--- config.mk ---
export PLATFORM = sky130hd
export DESIGN_NAME = seg7_pattern_decoder
export DESIGN_NICKNAME = d
export VERILOG_FILES = /design/src/rtl/seg7_pattern_decoder.sv
export SDC_FILE = /design/constraint.sdc
export NUM_CORES = 1
export LEC_CHECK = 0
export BUFFER_PORTS_ARGS = -buffer_cell sky130_fd_sc_hd__clkbuf_2
export CAP_MARGIN = 20
export CORE_MARGIN = 8
export CORE_UTILIZATION = 64
export DETAILED_ROUTE_END_ITERATION = 10
export PLACE_DENSITY = 0.88
export SYNTH_ARGS = -nofsm -noshare
export SYNTH_HDL_FRONTEND = slang
export SYNTH_SLANG_ARGS = --single-unit
--- constraint.sdc ---
create_clock -name i_clk_2 -period 6.45 [get_ports i_clk_2]
set_clock_uncertainty 0.05 [all_clocks]
set_input_delay 0.9675 -clock i_clk_2 [delete_from_list [all_inputs] [get_ports i_clk_2]]
set_output_delay 0.9675 -clock i_clk_2 [all_outputs]
set_load 0.01 [all_outputs]
--- src/rtl/seg7_pattern_decoder.sv ---
// seg7_pattern_decoder: recovers hex/alphabet codes from a sampled 7-segment pattern bus
// Ports:
//   i_clk_2       system clock, all state on rising edge
//   i_reset_n     synchronous active-low reset
//   i_sample_en   accept a sample on this edge; state holds when low
//   i_mode        0 = hex table (0..15), 1 = alphabet table (16..41)
//   i_seg_in      active-high segment pattern, bit0 = a ... bit6 = g
//   o_code        last decoded code, 63 = dash or unknown
//   o_valid       one-cycle pulse when a new symbol locks
//   o_err         qualified by o_valid, locked pattern not in active table
//   o_locked      a symbol is currently locked
//   o_sym_count   count of error-free locks, wraps at 256
module seg7_pattern_decoder #(
    parameter int STABLE_CYCLES = 4,
    parameter int NSEG          = 7
) (
    input  logic            i_clk_2,
    input  logic            i_reset_n,
    input  logic            i_sample_en,
    input  logic            i_mode,
    input  logic [NSEG-1:0] i_seg_in,
    output logic [5:0]      o_code,
    output logic            o_valid,
    output logic            o_err,
    output logic            o_locked,
    output logic [7:0]      o_sym_count
);
    localparam int RW = $clog2(STABLE_CYCLES + 1);
    localparam logic [RW-1:0] LOCK_RUN = RW'(STABLE_CYCLES);
    localparam logic [1:0] IDLE   = 2'd0;
    localparam logic [1:0] SETTLE = 2'd1;
    localparam logic [1:0] LOCKED = 2'd2;
    localparam logic [6:0] DASH   = 7'h40;
    localparam logic [5:0] NONE   = 6'd63;

    logic [1:0]      r_state;
    logic [RW-1:0]   r_run;
    logic [NSEG-1:0] r_pat;
    logic [5:0]      r_code;
    logic            r_valid;
    logic            r_err;
    logic            r_locked;
    logic [7:0]      r_sym_count;
    logic [5:0]      w_hex;
    logic [5:0]      w_alpha;
    logic [5:0]      w_code;
    logic            w_err;
    logic [RW-1:0]   w_run_next;

    always_comb begin
        w_hex = NONE;
        case (i_seg_in)
            7'h3F: w_hex = 6'd0;
            7'h06: w_hex = 6'd1;
            7'h5B: w_hex = 6'd2;
            7'h4F: w_hex = 6'd3;
            7'h66: w_hex = 6'd4;
            7'h6D: w_hex = 6'd5;
            7'h7D: w_hex = 6'd6;
            7'h07: w_hex = 6'd7;
            7'h7F: w_hex = 6'd8;
            7'h6F: w_hex = 6'd9;
            7'h77: w_hex = 6'd10;
            7'h7C: w_hex = 6'd11;
            7'h39: w_hex = 6'd12;
            7'h5E: w_hex = 6'd13;
            7'h79: w_hex = 6'd14;
            7'h71: w_hex = 6'd15;
            default: w_hex = NONE;
        endcase
    end

    always_comb begin
        w_alpha = NONE;
        case (i_seg_in)
            7'h77: w_alpha = 6'd16;
            7'h7C: w_alpha = 6'd17;
            7'h39: w_alpha = 6'd18;
            7'h58: w_alpha = 6'd19;
            7'h5E: w_alpha = 6'd20;
            7'h79: w_alpha = 6'd21;
            7'h71: w_alpha = 6'd22;
            7'h6F: w_alpha = 6'd23;
            7'h76: w_alpha = 6'd24;
            7'h74: w_alpha = 6'd25;
            7'h06: w_alpha = 6'd26;
            7'h04: w_alpha = 6'd27;
            7'h1E: w_alpha = 6'd28;
            7'h38: w_alpha = 6'd29;
            7'h54: w_alpha = 6'd30;
            7'h3F: w_alpha = 6'd31;
            7'h5C: w_alpha = 6'd32;
            7'h73: w_alpha = 6'd33;
            7'h67: w_alpha = 6'd34;
            7'h50: w_alpha = 6'd35;
            7'h6D: w_alpha = 6'd36;
            7'h78: w_alpha = 6'd37;
            7'h3E: w_alpha = 6'd38;
            7'h1C: w_alpha = 6'd39;
            7'h6E: w_alpha = 6'd40;
            7'h63: w_alpha = 6'd41;
            default: w_alpha = NONE;
        endcase
    end

    // Dash is a legal symbol in both tables; any other miss is an error
    assign w_code     = (i_seg_in == DASH) ? NONE : (i_mode ? w_alpha : w_hex);
    assign w_err      = (i_seg_in != DASH) && (w_code == NONE);
    assign w_run_next = r_run + RW'(1);

    always_ff @(posedge i_clk_2) begin
        if (!i_reset_n) begin
            r_state     <= IDLE;
            r_run       <= '0;
            r_pat       <= '0;
            r_code      <= '0;
            r_valid     <= 1'b0;
            r_err       <= 1'b0;
            r_locked    <= 1'b0;
            r_sym_count <= '0;
        end else begin
            r_valid <= 1'b0;
            if (i_sample_en) begin
                if (i_seg_in == '0) begin
                    r_state  <= IDLE;
                    r_run    <= '0;
                    r_pat    <= '0;
                    r_locked <= 1'b0;
                end else if (r_state != IDLE && i_seg_in == r_pat) begin
                    // LOCKED with the same pattern holds silently
                    if (r_state == SETTLE) begin
                        r_run <= w_run_next;
                        if (w_run_next == LOCK_RUN) begin
                            r_state  <= LOCKED;
                            r_locked <= 1'b1;
                            r_valid  <= 1'b1;
                            r_code   <= w_code;
                            r_err    <= w_err;
                            if (!w_err) r_sym_count <= r_sym_count + 8'd1;
                        end
                    end
                end else begin
                    r_pat    <= i_seg_in;
                    r_run    <= RW'(1);
                    r_state  <= SETTLE;
                    r_locked <= 1'b0;
                end
            end
        end
    end

    assign o_code      = r_code;
    assign o_valid     = r_valid;
    assign o_err       = r_err;
    assign o_locked    = r_locked;
    assign o_sym_count = r_sym_count;
endmodule

; Word level (Yosys, flattened, before mapping)
; Memories as Yosys holds them, arrays and structs flattened.
; Index checks and enable logic that the tools add are counted.
[op_classes]
n_addsub = 2
eq_ne = 25
mux = 17
n_bitwise = 6
n_reduce_logical = 10
[ops]
columns = op, n
row1 = $pmux 6 s16, 1
row2 = $eq 7x7->1 const B, 13
row3 = $eq 7x3->1 const B, 2
row4 = $eq 7x6->1 const B, 2
row5 = $mux 7, 2
row6 = $mux 6, 2
row7 = $mux 3, 3
row8 = $add 8x1->8 const B, 1
row9 = $mux 2, 4
row10 = $eq 7x7->1, 1
row11 = $logic_not 7->1, 1
row12 = $ne 7x7->1 const B, 1
row13 = $eq 6x6->1 const B, 1
row14 = $ne 3x2->1 const B, 2
row15 = $not 1->1, 6
row16 = $reduce_and 6->1, 1
row17 = $mux 1, 5
row18 = $reduce_and 5->1, 1
row19 = $reduce_or 5->1, 1
row20 = $reduce_and 2->1, 2
row21 = $add 3x1->3 const B, 1
row22 = $eq 3x3->1 const B, 1
row23 = $reduce_and 3->1, 1
row24 = $eq 2x1->1 const B, 1
row25 = other kinds (3), 4
[totals]
register_bits = 29
mem_bits_ro = 768
input_bits = 11
out_inout_bits = 17
wordCells = 69
mem_count = 1
[mem_list]
columns = memory, depth, width, rd, rd_ports_with_merged_regs, wr, line_no
row1 = (name not given), 128, 6, 1, 0, 0, 75  ; case (i_seg_in)

; Depth between registers and ports, before layout
; Gate-level depths: netlist of the first run.
[depth]
ltp_word = 8
ltp_mapped = 13
depth_no_buf = 10

; Worst setup path before layout of the first run
; Ideal clock, no wire load.
[synth_timing]
path_kind = in2reg
from = input port i_seg_in[0]
to = register r_sym_count[5], in the netlist o_sym_count[5]
setup_time_ns = 0.072
arrival_time_ns = 3.532
t_required_ns = 6.328
slack_ns = 2.796
stages = 13
n_path_buf = 3
path_cell_list = clkbuf_1 -> inv_1 -> ha_1 -> clkbuf_8 -> or3b_1 -> a211oi_2 -> o21a_2 -> nor2_1 -> or4b_4 -> and2_4 -> buf_6 -> a211oi_2 -> mux2i_1
[synth_between]
elab_chain_cells = 8
elab_cells_between_ends = 30
classes_between = eq/ne (20) / mux (3) / bitwise (2) / reduce/logical (4) / memory (1)
[synth_rtl]
columns = element, line_no
row1 = start: declaration, 21  ; input logic [NSEG-1:0] i_seg_in,
row2 = branches (longest 7 deep; another with $mem_v2 128x6), n/a
row3 = $reduce_and 6->1 (no source line) (*), n/a
row4 = end signal: assignment, 139  ; if (!w_err) r_sym_count <= r_sym_count + 8'd1;
row5 = end: declaration, 43  ; logic [7:0] r_sym_count;
; Every way passes the cells marked *.
; A chain may end at the register's enable or synchronous reset.

; Final worst setup path of the first run
[layout_timing]
from = input port i_seg_in[0]
to = register r_sym_count[3], in the netlist o_sym_count[3]
; Same word-level chain as after synthesis.

==> results of run 1 <==
## tightest hold or removal path: stages, from the launching register on
cell     delay [ps]
dfxtp_1         340
nand2_1          60
mux2i_1          50
## per-stage QoR
stage	instances	power, W	area (µm²)	util	setup slack, ps
5_1_grt	362	0.000416	2470	0.674	2610
2_1_floorplan	311	0.000252	2440	-	2800
3_3_place_gp	358	0.000260	2390	0.654	2730
3_5_place_dp	358	0.000261	2390	0.654	2640
4_1_cts	362	0.000399	2470	0.674	2860
6_report	362	0.000397	2470	0.674	2810
## routing by layer
layer / share of wire / vias up
met5: 0 / -
met3: 0.089 / 8
li1: - / 1139
met4: 0.0097 / 0
met1: 0.44 / 1043
met2: 0.46 / 97
## cell usage after synthesis, drive strengths merged (4+ instances only)
master,instances
o221a,5
nor3,6
buf,11
mux2i,9
clkbuf,15
nor2,24
nand2b,10
o21ai,22
nand3,14
a22oi,4
nand2,32
xnor2,7
inv,10
and2,6
ha,7
dfxtp,28
nor2b,5
a31oi,10
a21oi,21
and3,6
## registers in the layout, summed over array words and instances (netlist names)
register	flops
o_err	1
r_run	3
o_valid	1
r_pat	7
o_sym_count	8
o_code	6
r_state	2
## power breakdown
| group | total [W] | switching (W) | leakage [nW] | internal, W |
|---|---|---|---|---|
| registers | 0.000179 | 0.00000251 | 0.227 | 0.000176 |
| logic | 0.0000806 | 0.0000519 | 0.736 | 0.0000287 |
| clock network | 0.000138 | 0.0000544 | 0.0357 | 0.0000832 |
## cell families (layout without fill, tap and decap cells)
kind of cell               after synthesis  in the layout  synth area share
and+or+nand+nor                        123            123             0.267
AOI/OAI and AO/OA                       96             96             0.275
buffers and inverters                   38             41             0.114
DFF                                     28             28             0.230
muxes                                   11             11            0.0461
xor gates and xnor gates                 8              8            0.0318
adders and majority gates                7              7            0.0359
## worst max-delay path by stage
| stage | cells past startpoint | end | start |
|---|---|---|---|
| floorplan | 13 | o_sym_count[5]$_SDFFE_PN0P_ | i_seg_in[0] |
| global placement | 11 | o_sym_count[5]$_SDFFE_PN0P_ | i_seg_in[0] |
| detailed placement | 11 | o_sym_count[5]$_SDFFE_PN0P_ | i_seg_in[0] |
| CTS | 11 | o_sym_count[3]$_SDFFE_PN0P_ | i_seg_in[0] |
| global route | 11 | o_sym_count[2]$_SDFFE_PN0P_ | i_seg_in[0] |
| finish | 11 | o_sym_count[3]$_SDFFE_PN0P_ | i_seg_in[0] |
## area by class of cell
cell class	count	area (µm²)
multi-input cells	245	1600
fillers	297	1190
clock inverters	1	30.0
clock buffers	3	41.3
inverters	10	37.5
repair buffers	27	135
flip-flops and latches	28	561
well taps	48	60.1
==> metrics.txt, run 1 <==
syn avg cell area=approximately 7.8 µm²; via count=2287; Final nets=333; Hold Path Class=register to register; outcome=completed; Worst R2R End=o_sym_count[5]$_SDFFE_PN0P_; slew margin rel.=0.508; RSZ-0062 raised after global routing=false; Die Ht=77.8 µm; most frequent cells in the layout=nand2_1, dfxtp_1, clkbuf_2, nor2_1; number of global-route vias before repair=2104; first-pass GRT wire length=about 9600 µm; sequential fraction of the synthesis area=0.230; largest net degree at the start of global routing=40; Worst Hold Launch=o_sym_count[5]$_SDFFE_PN0P_; critical path peak fanout=12; antenna-violating nets left=0; Slew Viols, Final=0; DRC Markers=0; Crit path max-delay family=simple AND/OR/NAND/NOR gates; Worst Tran Pin Value=732 ps; Ys Warns=0; final hold slack=435 ps; Bufs and invs on worst path=2; Power Density=161 nW/µm²; CP arrival=3770 ps; Clock Path Buffers=2; Die X=77.8 µm; Post-synth ARST share=0; critical path cell sequence=clkbuf_2, inv_1, ha_1, nand2b_1, nor4_1, nor3_2, and2_4, o21ai_1, a41o_1, a21oi_1, mux2i_1; root buffer cell=clkbuf_8; drt total wl=around 5700 µm; Peak Freq=0.274 GHz; MaxCap Viol Count=0; M3 GR Usage=0.0449; final cycle utilization of the critical path=0.565; CP Capture Type=register; Most Crowded Layer GR=met2; first-pass iteration count of the detailed router=5; Clock Pin Slew Worst Setup and Hold Paths=around 90 ps; Gate Count Post-Synth=just over 300; Clk Latency, worst-skew pair=around 280 ps; Synth-to-Final Area Change=1.03%; total gr overflow=0; commonest non-fill, non-tap cell in the layout=nand2_1; CTS buffer count=3; Peak VDD IR=0.109 mV; hold_buf cts=0; GRT Overall Usage=0.184; met1 Use GR=0.239; Core Box Area=3660 µm²; 1st-iter DRT viols=166; port buffer count=27; die area=approximately 6000 µm²; Top FF cell, synth=dfxtp_1; worst reg-to-reg setup slack=slightly below 4000 ps; initial antenna violation count=0; Setup Buffers After CTS=0; Hold Path Cell Cnt=2; EDFF count, synth=0; post-DR vias/cell=between 6 and 7; row cnt=22; Final setup viols=0; reg-to-reg critical path startpoint=r_pat[1]$_SDFFE_PN0P_; largest area contributor in the netlist=dfxtp_1; minimum clock period=3640 ps; setup_tns=0 ps; diodes inserted=0; WP data required=roughly 6600 ps; Hold Fails Final Rpt=0; routability cong.=0.961; # IOs=28; share of layout cells above drive strength 1=0.188; wire length per cell=15.6 µm; TritonCTS clock tree=built; reg2reg path depth=8; critical path class=primary input to register; Yosys reg bits=28; Max stage delay on crit path=approximately 570 ps; CP Launch Type=primary input; area share of the largest cell type after synthesis=0.230; Worst Hold Path EP=o_sym_count[5]$_SDFFE_PN0P_; met2 Track Usage GR=0.295; H-tree depth=1; initial core utilization=0.667; crit path max-delay cell type=nor4_1; detailed placer's ending HPWL=around 4000 µm; TritonCTS sink count=28; mapped cell area=between 2000 and 2500 µm²; Leak=0.999 nW; post-synth net total=329; post-cts gate resize count=0; synth top area cells=dfxtp_1, nand2_1, a21oi_1; Cell variety after synth=69
Note: power is estimated with default switching activity, not from simulation.
==> inputs of run 2 (changes only) <==
--- a/config.mk
+++ b/config.mk
@@ -8,9 +8,9 @@
 export BUFFER_PORTS_ARGS = -buffer_cell sky130_fd_sc_hd__clkbuf_2
 export CAP_MARGIN = 20
 export CORE_MARGIN = 8
-export CORE_UTILIZATION = 64
+export CORE_UTILIZATION = 59
 export DETAILED_ROUTE_END_ITERATION = 10
-export PLACE_DENSITY = 0.88
+export PLACE_DENSITY = 0.82
 export SYNTH_ARGS = -nofsm -noshare
 export SYNTH_HDL_FRONTEND = slang
 export SYNTH_SLANG_ARGS = --single-unit
==> constraint.sdc (replaced) <==
create_clock -name i_clk_2 -period 3.8 [get_ports i_clk_2]
set_clock_uncertainty 0.05 [all_clocks]
set_input_delay 0.57 -clock i_clk_2 [delete_from_list [all_inputs] [get_ports i_clk_2]]
set_output_delay 0.57 -clock i_clk_2 [all_outputs]
set_load 0.01 [all_outputs]
==> metrics.txt, run 2 (synthesis gave the netlist of run 1 again) <==
die area=6450 µm²; sw frac=0.273; crit path max-delay cell type=nor4_1; H-tree depth=1; Crit path max-delay family=simple AND/OR/NAND/NOR gates; clock network power share=0.343; largest net degree at the start of global routing=26; setup ws final=639 ps; # IOs=28; Worst Hold Launch=o_sym_count[7]$_SDFFE_PN0P_; number of global-route vias before repair=2103; antenna-violating nets left=0; final core occ=0.628; post-cts gate resize count=0; first-pass iteration count of the detailed router=7; Layout fillers=391; Die X=~80 µm; 1st-iter DRT viols=between 200 and 250; Final nets=339; Reg power frac=0.448; storage element area=561 µm²; diodes inserted=0; Die Ht=80.3 µm; slew margin rel.=0.560; Power Density=270 nW/µm²; Clk Latency, worst-skew pair=270 ps; routability cong.=0.916; reg-to-reg critical path startpoint=r_pat[6]$_SDFFE_PN0P_; critical path class=primary input to register; multi-input logic area=1600 µm²; outcome=completed; GRT Overall Usage=0.183; Clock Path Buffers=2; TritonCTS sink count=28; dpl ws=404 ps; CP Launch Type=primary input; drt total wl=5870 µm; hold_buf cts=0; Pint=0.000493 W; port buffer count=27; post-layout power=0.000677 W; reg2reg path depth=8; Cell Count, Final, Fillers Out=370; commonest non-fill, non-tap cell in the layout=nand2_1; Max stage delay on crit path=520 ps; CTS buffer count=3; minimum clock period=3160 ps; Bufs and invs on worst path=2; initial antenna violation count=0; first-pass GRT wire length=9780 µm; TritonCTS clock tree=built; Peak VDD IR=0.250 mV; CP arrival=3320 ps; critical path peak fanout=12; most frequent cells in the layout=nand2_1, dfxtp_1, clkbuf_2, nor2_1; start point of the critical path=i_seg_in[0]; setup_tns=0 ps; Peak Freq=0.316 GHz; Comb pwr share=0.209; DRC Markers=0; MaxCap Viol Count=0; Hold Path Class=register to register; total gr overflow=0; Setup Buffers After CTS=0; Crit. path cell count=11; Slew Viols, Final=0; Hold Path Cell Cnt=2; Leak=between 1 and 1.5 nW; Clock Pin Slew Worst Setup and Hold Paths=roughly 90 ps; wire length per cell=15.9 µm; final cycle utilization of the critical path=0.832; Synth-to-Final Area Change=2.97%; WP data required=3960 ps; Hold Fails Final Rpt=0; RSZ-0062 raised after global routing=false; critical path cell sequence=clkbuf_2, inv_1, ha_1, nand2b_1, nor4_1, nor3_2, and2_4, o21ai_1, a41oi_1, o21ai_0, mux2i_1; initial core utilization=0.610; share of layout cells above drive strength 1=0.203; via count=2376; sw power=around 0.00018 W; Inst Count DP=~370; root buffer cell=clkbuf_8; Worst Tran Pin Value=654 ps; detailed placer's ending HPWL=4310 µm; max FFs per register=8; post-DR vias/cell=6.42; row cnt=23; Core Box Area=4000 µm²; Final setup viols=0; CP Capture Type=register
## run 2: cell count changes in the layout (fill, tap and decap cells not counted), sizes merged
cell	change
buf	+6
## run 2: stage by stage
step / hold slack [ps] / area (µm²)
floorplan: 426 / 2440
global placement: 401 / 2440
detailed placement: 409 / 2440
CTS: 423 / 2510
global route: 441 / 2510
finish: 418 / 2510
## run 2: area by class of cell
type / count / area share
well taps: 50 / 0.0249
flip-flops and latches: 28 / 0.223
inverters: 10 / 0.0149
repair buffers: 33 / 0.0717
clock buffers: 3 / 0.0164
multi-input cells: 245 / 0.637
clock inverters: 1 / 0.0119
## run 2: path summary, 6_finish.rpt
path,slack (ps),endpoint
worst max-delay path,640,o_sym_count[2]$_SDFFE_PN0P_
worst min-delay path,420,o_sym_count[7]$_SDFFE_PN0P_
worst max register to register,1230,o_sym_count[5]$_SDFFE_PN0P_
worst min register to register,420,o_sym_count[7]$_SDFFE_PN0P_
## run 2: power groups by stage
stage | Clock (W) | Combinational, W | Sequential (W)
floorplan | 0 | 0.000118 | 0.000309
global route | 0.000251 | 0.000156 | 0.000304
detailed placement | 0 | 0.000138 | 0.000310
CTS | 0.000239 | 0.000139 | 0.000303
finish | 0.000232 | 0.000142 | 0.000303
global placement | 0 | 0.000137 | 0.000310
## run 2: tightest hold or removal path: stages, from the launching register on
cell and delay, ps:
dfxtp_1 330, nand2_1 50, mux2i_1 50
## run 2: per-layer routing
layer | share of wire | vias up | global-route usage
li1 | - | 1154 | -
met1 | 0.43 | 1096 | 0.234
met2 | 0.46 | 117 | 0.310
met3 | 0.10 | 9 | 0.0424
met4 | 0.0090 | 0 | 0.0273
met5 | 0 | - | 0
